## config.mk

```make
export PLATFORM = sky130hd
export DESIGN_NAME = uart_cmd_parser_flat
export DESIGN_NICKNAME = d
export VERILOG_FILES = /design/src/rtl/uart_cmd_pkg.sv /design/src/rtl/uart_cmd_parser_if.sv /design/src/rtl/ascii_hex_decode.sv /design/src/rtl/uart_cmd_parser.sv /design/src/flat_wrapper.sv
export SDC_FILE = /design/constraint.sdc
export NUM_CORES = 1
export LEC_CHECK = 0
export CAP_MARGIN = 0
export CELL_PAD_IN_SITES_DETAIL_PLACEMENT = 1
export CELL_PAD_IN_SITES_GLOBAL_PLACEMENT = 1
export CORE_UTILIZATION = 45
export DETAILED_ROUTE_END_ITERATION = 8
export HOLD_SLACK_MARGIN = 0.03
export PLACE_DENSITY = 0.9
export SLEW_MARGIN = 20
export SYNTH_ARGS = -nofsm -noshare
export SYNTH_HDL_FRONTEND = slang
export SYNTH_SLANG_ARGS = --single-unit
```

## constraint.sdc

```tcl
create_clock -name CLK_10MHZ -period 6.27 [get_ports CLK_10MHZ]
set_input_delay 0.9405 -clock CLK_10MHZ [delete_from_list [all_inputs] [get_ports CLK_10MHZ]]
set_output_delay 0.9405 -clock CLK_10MHZ [all_outputs]
set_load 0.02 [all_outputs]
```

## src/rtl/uart_cmd_pkg.sv

```systemverilog
// Shared definitions for the host command parser: ASCII codes, FSM states and
// digit-count sizing.
package uart_cmd_pkg;

  localparam logic [7:0] CH_W  = 8'h57;
  localparam logic [7:0] CH_R  = 8'h52;
  localparam logic [7:0] CH_SP = 8'h20;
  localparam logic [7:0] CH_CR = 8'h0D;
  localparam logic [7:0] CH_LF = 8'h0A;

  typedef enum logic [2:0] {
    IDLE    = 3'd0,
    SEP1    = 3'd1,
    ADDR    = 3'd2,
    SEP2    = 3'd3,
    DATA    = 3'd4,
    EOL     = 3'd5,
    DISCARD = 3'd6
  } state_t;

  // Digit counter holds the index of the digit being received.
  localparam int               DCNT_W    = 2;
  localparam logic [DCNT_W-1:0] ADDR_LAST = 2'd1;
  localparam logic [DCNT_W-1:0] DATA_LAST = 2'd3;

  function automatic logic is_eol(input logic [7:0] b);
    return (b == CH_CR) || (b == CH_LF);
  endfunction

endpackage

```

## src/rtl/uart_cmd_parser_if.sv

```systemverilog
// Byte input and register-strobe output bundle of the command parser.
// rx_data is valid only in cycles with rx_data_ready=1; there is no back-pressure.
interface uart_cmd_parser_if #(
  parameter int ERR_CNT_W = 8
);
  logic                   rx_data_ready;
  logic [7:0]             rx_data;
  logic                   reg_wr;
  logic                   reg_rd;
  logic [7:0]             reg_addr;
  logic [15:0]            reg_wdata;
  logic                   cmd_err;
  logic [ERR_CNT_W-1:0]   err_count;
  logic                   busy;
  uart_cmd_pkg::state_t   dbg_state;

  modport slave (
    input  rx_data_ready, rx_data,
    output reg_wr, reg_rd, reg_addr, reg_wdata, cmd_err, err_count, busy, dbg_state
  );

  modport master (
    output rx_data_ready, rx_data,
    input  reg_wr, reg_rd, reg_addr, reg_wdata, cmd_err, err_count, busy, dbg_state
  );
endinterface

```

## src/rtl/ascii_hex_decode.sv

```systemverilog
// Combinational ASCII hex digit decoder (0-9, A-F, a-f).
module ascii_hex_decode (
  input  logic [7:0] byte_i,
  output logic [3:0] nibble_o,
  output logic       valid_o
);
  // Letters A-F / a-f have low nibble 1..6, so adding 9 yields 10..15.
  always_comb begin
    nibble_o = 4'h0;
    valid_o  = 1'b0;
    if (byte_i >= 8'h30 && byte_i <= 8'h39) begin
      nibble_o = byte_i[3:0];
      valid_o  = 1'b1;
    end else if ((byte_i >= 8'h41 && byte_i <= 8'h46) ||
                 (byte_i >= 8'h61 && byte_i <= 8'h66)) begin
      nibble_o = byte_i[3:0] + 4'd9;
      valid_o  = 1'b1;
    end
  end
endmodule

```

## src/rtl/uart_cmd_parser.sv

```systemverilog
// ASCII-hex command line parser: "W aa dddd" / "R aa" lines terminated by CR or LF
// become one-cycle register strobes; malformed lines raise cmd_err and are dropped.
module uart_cmd_parser
  import uart_cmd_pkg::*;
#(
  parameter int TIMEOUT_CYCLES = 100000,
  parameter int ERR_CNT_W      = 8
) (
  input logic              CLK_10MHZ,
  input logic              RST,
  uart_cmd_parser_if.slave bus
);

  localparam int               TMO_W    = (TIMEOUT_CYCLES > 1) ? $clog2(TIMEOUT_CYCLES) : 1;
  localparam logic [TMO_W-1:0] TMO_LAST = TMO_W'(TIMEOUT_CYCLES - 1);

  state_t                state_q;
  logic                  is_wr_q;
  logic [DCNT_W-1:0]     dcnt_q;
  logic [7:0]            addr_sh_q;
  logic [15:0]           data_sh_q;
  logic [TMO_W-1:0]      tmo_q;
  logic                  reg_wr_q;
  logic                  reg_rd_q;
  logic                  cmd_err_q;
  logic [7:0]            reg_addr_q;
  logic [15:0]           reg_wdata_q;
  logic [ERR_CNT_W-1:0]  err_cnt_q;
  logic [ERR_CNT_W-1:0]  err_cnt_d;
  state_t                err_state_d;
  logic [7:0]            rx_byte;
  logic [3:0]            nib;
  logic                  hex_v;

  assign rx_byte = bus.rx_data;

  ascii_hex_decode u_hex (
    .byte_i   (rx_byte),
    .nibble_o (nib),
    .valid_o  (hex_v)
  );

  // A bad byte that is itself a terminator ends the line; anything else waits for one.
  assign err_cnt_d   = (&err_cnt_q) ? err_cnt_q : err_cnt_q + 1'b1;
  assign err_state_d = is_eol(rx_byte) ? IDLE : DISCARD;

  always_ff @(posedge CLK_10MHZ) begin
    if (RST) begin
      state_q     <= IDLE;
      is_wr_q     <= 1'b0;
      dcnt_q      <= '0;
      addr_sh_q   <= '0;
      data_sh_q   <= '0;
      tmo_q       <= '0;
      reg_wr_q    <= 1'b0;
      reg_rd_q    <= 1'b0;
      cmd_err_q   <= 1'b0;
      reg_addr_q  <= '0;
      reg_wdata_q <= '0;
      err_cnt_q   <= '0;
    end else begin
      reg_wr_q  <= 1'b0;
      reg_rd_q  <= 1'b0;
      cmd_err_q <= 1'b0;
      if (bus.rx_data_ready) begin
        tmo_q <= '0;
        case (state_q)
          IDLE: begin
            if (rx_byte == CH_W || rx_byte == CH_R) begin
              is_wr_q <= (rx_byte == CH_W);
              state_q <= SEP1;
            end else if (!(is_eol(rx_byte) || rx_byte == CH_SP)) begin
              cmd_err_q <= 1'b1;
              err_cnt_q <= err_cnt_d;
              state_q   <= DISCARD;
            end
          end
          SEP1: begin
            if (rx_byte == CH_SP) begin
              dcnt_q  <= '0;
              state_q <= ADDR;
            end else begin
              cmd_err_q <= 1'b1;
              err_cnt_q <= err_cnt_d;
              state_q   <= err_state_d;
            end
          end
          ADDR: begin
            if (hex_v) begin
              addr_sh_q <= {addr_sh_q[3:0], nib};
              dcnt_q    <= dcnt_q + 1'b1;
              if (dcnt_q == ADDR_LAST) state_q <= is_wr_q ? SEP2 : EOL;
            end else begin
              cmd_err_q <= 1'b1;
              err_cnt_q <= err_cnt_d;
              state_q   <= err_state_d;
            end
          end
          SEP2: begin
            if (rx_byte == CH_SP) begin
              dcnt_q  <= '0;
              state_q <= DATA;
            end else begin
              cmd_err_q <= 1'b1;
              err_cnt_q <= err_cnt_d;
              state_q   <= err_state_d;
            end
          end
          DATA: begin
            if (hex_v) begin
              data_sh_q <= {data_sh_q[11:0], nib};
              dcnt_q    <= dcnt_q + 1'b1;
              if (dcnt_q == DATA_LAST) state_q <= EOL;
            end else begin
              cmd_err_q <= 1'b1;
              err_cnt_q <= err_cnt_d;
              state_q   <= err_state_d;
            end
          end
          EOL: begin
            if (is_eol(rx_byte)) begin
              reg_addr_q <= addr_sh_q;
              if (is_wr_q) begin
                reg_wdata_q <= data_sh_q;
                reg_wr_q    <= 1'b1;
              end else begin
                reg_rd_q <= 1'b1;
              end
              state_q <= IDLE;
            end else begin
              cmd_err_q <= 1'b1;
              err_cnt_q <= err_cnt_d;
              state_q   <= DISCARD;
            end
          end
          DISCARD: if (is_eol(rx_byte)) state_q <= IDLE;
          default: state_q <= IDLE;
        endcase
      end else if (state_q != IDLE) begin
        // Stalled mid-line: an expired line is reported, a discarded one is not.
        if (tmo_q == TMO_LAST) begin
          tmo_q   <= '0;
          state_q <= IDLE;
          if (state_q != DISCARD) begin
            cmd_err_q <= 1'b1;
            err_cnt_q <= err_cnt_d;
          end
        end else begin
          tmo_q <= tmo_q + 1'b1;
        end
      end
    end
  end

  assign bus.reg_wr    = reg_wr_q;
  assign bus.reg_rd    = reg_rd_q;
  assign bus.reg_addr  = reg_addr_q;
  assign bus.reg_wdata = reg_wdata_q;
  assign bus.cmd_err   = cmd_err_q;
  assign bus.err_count = err_cnt_q;
  assign bus.busy      = (state_q != IDLE);
  assign bus.dbg_state = state_q;

endmodule
```

## src/flat_wrapper.sv

```systemverilog
// flat-port wrapper written by rule: the top's interface ports become plain ports
module uart_cmd_parser_flat import uart_cmd_pkg::*;
#(
  parameter int TIMEOUT_CYCLES = 100000,
  parameter int ERR_CNT_W      = 8
)
  (CLK_10MHZ, RST, bus_rx_data_ready, bus_rx_data, bus_reg_wr, bus_reg_rd, bus_reg_addr, bus_reg_wdata, bus_cmd_err, bus_err_count, bus_busy, bus_dbg_state);
  uart_cmd_parser_if #(.ERR_CNT_W(ERR_CNT_W)) bus_i ();
  input logic CLK_10MHZ;
  input logic RST;
  input wire logic [$bits(bus_i.rx_data_ready)-1:0] bus_rx_data_ready;
  input wire logic [$bits(bus_i.rx_data)-1:0] bus_rx_data;
  output wire logic [$bits(bus_i.reg_wr)-1:0] bus_reg_wr;
  output wire logic [$bits(bus_i.reg_rd)-1:0] bus_reg_rd;
  output wire logic [$bits(bus_i.reg_addr)-1:0] bus_reg_addr;
  output wire logic [$bits(bus_i.reg_wdata)-1:0] bus_reg_wdata;
  output wire logic [$bits(bus_i.cmd_err)-1:0] bus_cmd_err;
  output wire logic [$bits(bus_i.err_count)-1:0] bus_err_count;
  output wire logic [$bits(bus_i.busy)-1:0] bus_busy;
  output wire logic [$bits(bus_i.dbg_state)-1:0] bus_dbg_state;
  assign bus_i.rx_data_ready = bus_rx_data_ready;
  assign bus_i.rx_data = bus_rx_data;
  assign bus_reg_wr = bus_i.reg_wr;
  assign bus_reg_rd = bus_i.reg_rd;
  assign bus_reg_addr = bus_i.reg_addr;
  assign bus_reg_wdata = bus_i.reg_wdata;
  assign bus_cmd_err = bus_i.cmd_err;
  assign bus_err_count = bus_i.err_count;
  assign bus_busy = bus_i.busy;
  assign bus_dbg_state = bus_i.dbg_state;
  uart_cmd_parser #(.TIMEOUT_CYCLES(TIMEOUT_CYCLES), .ERR_CNT_W(ERR_CNT_W)) u_core (.CLK_10MHZ(CLK_10MHZ), .RST(RST), .bus(bus_i));
endmodule
```

==> results of run 1 <==
## cells by family (layout without fill, tap and decap cells)
family / after synthesis / after routing / synth area share
fa+ha+maj: 8 / 8 / 0.0256
compound gates: 87 / 87 / 0.145
mux: 12 / 12 / 0.0330
xor+xnor: 20 / 20 / 0.0448
flops: 82 / 82 / 0.420
simple gates: 229 / 229 / 0.300
buf+inv: 27 / 72 / 0.0320
## synthesized netlist by cell type, drive strengths merged, types with 3 or more instances
cell type	n	area (sq um)
nand2	97	372
mux2i	8	80.1
nand3	13	70.1
dfxtp	82	1640
xor2	12	105
buf	6	45.0
nand2b	6	45.0
mux2	4	48.8
nor4	5	43.8
inv	6	22.5
ha	8	100
nor3	10	66.3
a22oi	4	30.0
a211oi	8	65.1
a21oi	46	234
nor2b	5	31.3
o21ai	8	51.3
nand4	6	58.8
and3	7	43.8
nor3b	3	27.5
nor2	56	235
nand3b	4	30.0
xnor2	8	70.1
clkbuf	15	57.6
## critical path, delay by kind of cell
kind	cells	cell delay, ps
muxes	2	630
AOI/OAI and AO/OA	2	410
adders and majority gates	1	260
and+or+nand+nor	3	690
buffers and inverters	2	760
## cell type report
class | count | area [sq um]
clock buffers | 10 | 128
clock inverters | 6 | 90.1
fillers | 995 | 3650
inverters | 6 | 22.5
multi-input cells | 356 | 2140
flip-flops and latches | 82 | 1640
well taps | 105 | 131
repair buffers | 50 | 493
## sequential cells by signal, summed over array words and instances, names as in the netlist
signal / cells
u_core.addr_sh_q: 8
u_core.bus.cmd_err: 1
u_core.bus.dbg_state: 3
u_core.bus.err_count: 8
u_core.bus.reg_addr: 8
u_core.bus.reg_rd: 1
u_core.bus.reg_wdata: 16
u_core.bus.reg_wr: 1
u_core.data_sh_q: 16
u_core.dcnt_q: 2
u_core.is_wr_q: 1
u_core.tmo_q: 17
## power groups by stage
stage | Combinational (uW) | Sequential [uW] | Clock, uW
after CTS | 86.7 | 531 | 443
after global routing | 94.2 | 532 | 462
final | 86.5 | 531 | 434
after global placement | 82.4 | 543 | 0
after floorplan | 55.8 | 544 | 0
after detailed placement | 85.9 | 543 | 0
## final timing paths
kind	startpoint	endpoint	slack, ps	cells after the start
worst max-delay path	bus_rx_data[0]	u_core.bus.err_count[6]	2830	10
worst min-delay path	u_core.bus.reg_wdata[9]	u_core.bus.reg_wdata[9]	450	2
worst max register to register	u_core.bus.dbg_state[1]	u_core.bus.dbg_state[0]	3700	8
worst min register to register	u_core.bus.reg_wdata[9]	u_core.bus.reg_wdata[9]	450	2
## per-layer routing
metal	vias to the layer above	part of all wire	routed length, um
met5	-	0	0
met4	0	0.015	153
met3	15	0.035	356
met2	67	0.50	5090
met1	1655	0.44	4480
li1	1677	-	-
## metrics by stage
stage                     cells  setup slack, ps  total power [uW]  area, sq um
after CTS                   615             2820              1060         4650
final                       615             2830              1050         4650
after detailed placement    599             2430               629         4430
after global placement      599             2550               625         4430
after global routing        615             2610              1090         4650
after floorplan             465             3400               600         3910
## placed cells by master, fill, tap and decap left out, types with 8 or more instances in the layout
master,instances
a21oi_1,45
clkbuf_8,9
clkdlybuf4s50_1,48
dfxtp_1,82
ha_1,8
mux2i_1,8
nand2_1,96
nand3_1,12
nor2_1,52
nor3_1,8
xnor2_1,8
xor2_1,12
==> metrics, run 1 <==
CTS H-tree lvls 3; # setup viols final 0; Cell variety after synth 73; Die W between 90 and 100 um; Hold Path Class flop to flop; Final TNS setup 0 ps; register bit total from synthesis 82; WP data arrival between 3000 and 4000 ps; met2 usage 0.422; P_leak around 0.0016 uW; switching share of total power 0.255; max-slew headroom at the worst pin 0.500; RSZ-0062 raised after global routing false; Clk pin slew, worst setup/hold paths roughly 80 ps; Synth-to-Final Area Change 18.9%; Peak Freq a little under 300 MHz; clk sinks 82; All-Layer GR Usage 0.238; met3 usage 0.0415; root buffer cell clkbuf_8; Mean Syn Cell Area 8.41 sq um; clock skew a little under 8 ps; layout cells sized above 1 0.0824; Hold Vio Cnt, Final 0; Worst VDD drop 0.112 mV; EDFF count, synth 0; P_sw ~270 uW; RePlAce Congestion a little under 0.9; CP max stage delay about 640 ps; Clk pwr share 0.413; synthesized cell area slightly below 0.004 sq mm; Residual DRC 0; pwr dens 226 mW/mm^2; vias in the first global route ~3500; postcts setup bufs 0; slowest stage cell, crit path clkdlybuf4s50_1; Internal about 800 uW; clk_lat worst skew between 300 and 400 ps; routed vias between 3000 and 4000; met1 Use GR 0.284; first-pass GRT wire length 16.8 mm; Reg power frac 0.505; Nets between 500 and 600; Critical Path Start Type input port; gr ovfl total 0; hold_ws 453 ps; Worst Tran Pin Value around 750 ps; post-synthesis async set-or-reset flop share 0; Post-Syn Nets about 480; Synth Instances approximately 470; per-cell routed wire length 16.4 um; num rows 33; Synthesis Warnings 0; Core Area 0.00830 sq mm; CTS buffer count 9; # IOs 50; Critical Path RT approximately 6500 ps; Max Fanout on Critical Path 9; max_cap viols 0; DP HPWL 6.88 mm; drt first pass iters 4; CTS tree yes; GRT busiest layer met2; Initial Utilization 0.471; Post-CTS Hold Buffers 0; register area share after synthesis 0.420; pin count of the biggest net entering global routing 74; WL final between 10 and 15 mm; Util after Layout 0.560; die height ~95 um; Crit Path Class input port to flop; post-CTS sizing 0; top_reg_cell synth dfxtp_1; post-route ant nets 0; initial drt markers just over 90; Slew Viols, Final 0; initial antenna violation count 0; Setup crit end kind flop; final period utilization 0.548; Port Buf Inserts between 40 and 50; critical path cell sequence clkdlybuf4s50_1 -> inv_1 -> ha_1 -> mux2_4 -> nand4_2 -> o311ai_1 -> a31o_4 -> nor3_4 -> nand4_1 -> mux2_1; Max Root-Sink Buffers 2; # diodes 0; vias per inst about 5.6; full die area 0.00907 sq mm; Final Critical Period roughly 3400 ps; outcome finished, final reports clean; Comb power frac 0.082
Note: power is estimated with default switching activity, not from simulation.
==> inputs of run 2 (changes only) <==
- CORE_UTILIZATION: 45 -> 37
- PLACE_DENSITY: 0.9 -> 0.8
- clock period: 6.27 -> 3.1 ns (I/O delays scaled with it)
==> run 2 against run 1 <==
Against the previous run:
- wire length fell by 7.1%
- flip-flop and latch count did not move
- clock power rose by 89%
- first-iteration DRC count rose by 74%
- critical path depth did not move
- final area rose by 2.3%
- sequential power rose by 100%
- critical path type unchanged
- largest cell class unchanged
- largest power group unchanged
- highest routed layer unchanged
==> metrics, run 2 (same netlist as run 1, synthesis figures left out) <==
outcome finished, final reports clean; num rows 37; post-CTS sizing 0; drt first pass iters 4; postcts setup bufs 0; final worst setup slack 428 ps; Clk pin slew, worst setup/hold paths approximately 90 ps; Placed Cells 640; CTS buffer count 9; Cell Area, Placed roughly 0.0045 sq mm; Critical path buffers and inverters 2; Max Root-Sink Buffers 2; Crit Path Class input port to flop; Synth-to-Final Area Change 21.7%; DP HPWL ~6.8 mm; Port Buf Inserts between 40 and 50; pwr dens between 400 and 500 mW/mm^2; per-cell routed wire length approximately 14 um; Final Critical Period around 2700 ps; routed vias between 3000 and 4000; critical path cell sequence clkdlybuf4s50_1 -> inv_1 -> ha_1 -> o21bai_1 -> a211o_2 -> nand2_4 -> a31o_4 -> nor3_4 -> nand4_1 -> mux2_1; clk sinks just over 80; P_sw roughly 520 uW; non-filler cells, final roughly 660; Comb power frac 0.086; Die W 105 um; vias per inst between 5 and 6; CP max stage delay roughly 540 ps; layout cells sized above 1 0.102; post-route ant nets 0; Residual DRC 0; full die area 0.0110 sq mm; Max Fanout on Critical Path 7; CTS tree yes; Setup crit end kind flop; max_cap viols 0; Critical Path Start Type input port; Clk pwr share 0.396; Internal roughly 1600 uW; WL final 9.37 mm; switching share of total power 0.252; # setup viols final 0; commonest cells after routing, fill and taps aside 96 x nand2_1, 82 x dfxtp_1, 52 x nor2_1; Hold Vio Cnt, Final 0; # IOs 50; Final Cell Area approximately 0.0048 sq mm; # diodes 0; first-pass GRT wire length roughly 16 mm; Layout fillers 1276; pin count of the biggest net entering global routing 56; Core Area between 0.01 and 0.015 sq mm; Initial Utilization 0.380; largest register by flop count u_core.tmo_q; Post-CTS Hold Buffers 0; Slew Viols, Final 0; slowest stage cell, crit path clkdlybuf4s50_1; Hold Path Class flop to flop; Critical Path RT between 3000 and 4000 ps; Final TNS setup 0 ps; max-slew headroom at the worst pin 0.627; CTS H-tree lvls 3; RSZ-0062 raised after global routing false; final period utilization 0.862; Worst Tran Pin Value about 550 ps; root buffer cell clkbuf_8; clk_lat worst skew roughly 350 ps; All-Layer GR Usage 0.175; clock skew approximately 14 ps; CP top delay family compound AO/OA/AOI/OAI gates; WP data arrival about 2900 ps; gr ovfl total 0; RePlAce Congestion between 0.8 and 0.9; Peak Freq 374 MHz; Worst VDD drop 0.242 mV; max reg flops 17; P_leak approximately 0.0016 uW; die height between 100 and 150 um; initial drt markers roughly 160; commonest non-fill, non-tap cell in the layout nand2_1; initial antenna violation count 0; Nets 534; hold_ws between 400 and 500 ps; vias in the first global route 3374; pre-CTS WS ~54 ps; Reg power frac 0.518
[run 2: changes by cell type in the layout (fill, tap and decap cells not counted), sizes merged]
cell / delta
buf: +10
clkinvlp: +2
clkinv: -2
bufinv: -1
clkbuf: +1
[run 2: tightest hold or removal path: cells and delay by family (launching register included)]
kind	cells	cell delay [ps]
simple gates	1	50
compound gates	1	50
flops	1	310
[run 2: final timing paths]
| kind | start | end | slack (ps) | depth (start not counted) |
|---|---|---|---|---|
| setup / recovery | bus_rx_data[1] | u_core.bus.err_count[5] | 430 | 10 |
| hold / removal | u_core.bus.reg_wdata[12] | u_core.bus.reg_wdata[12] | 450 | 2 |
| setup reg to reg | u_core.bus.dbg_state[1] | u_core.bus.err_count[5] | 530 | 8 |
| hold reg to reg | u_core.bus.reg_wdata[12] | u_core.bus.reg_wdata[12] | 450 | 2 |
[run 2: per-layer routing]
metal	track usage	share of wire
met1	0.225	0.48
met2	0.294	0.47
met3	0.0337	0.028
met4	0.0604	0.015
met5	0	0
[run 2: cell type report]
type                            instances  area [sq um]  share of cell area
Timing Repair Buffer                   60           568               0.119
Tap cell                              136           170              0.0358
Multi-Input combinational cell        356          2140               0.450
Sequential cell                        82          1640               0.345
Inverter                                6          22.5             0.00473
Clock inverter                          5          61.3              0.0129
Clock buffer                           11           151              0.0318
[run 2: metrics by stage]
step                power (uW)  utilization
floorplan                 1210            -
global placement          1270        0.442
detailed placement        1280        0.442
CTS                       2100        0.463
global route              2160        0.463
finish                    2070        0.463
[run 2: power by group through the flow]
stage                     clock network [uW]  logic, uW  registers [uW]
after floorplan                            0        113            1100
after global placement                     0        174            1100
after detailed placement                   0        178            1100
after CTS                                849        179            1070
after global routing                     892        194            1080
final                                    821        178            1070
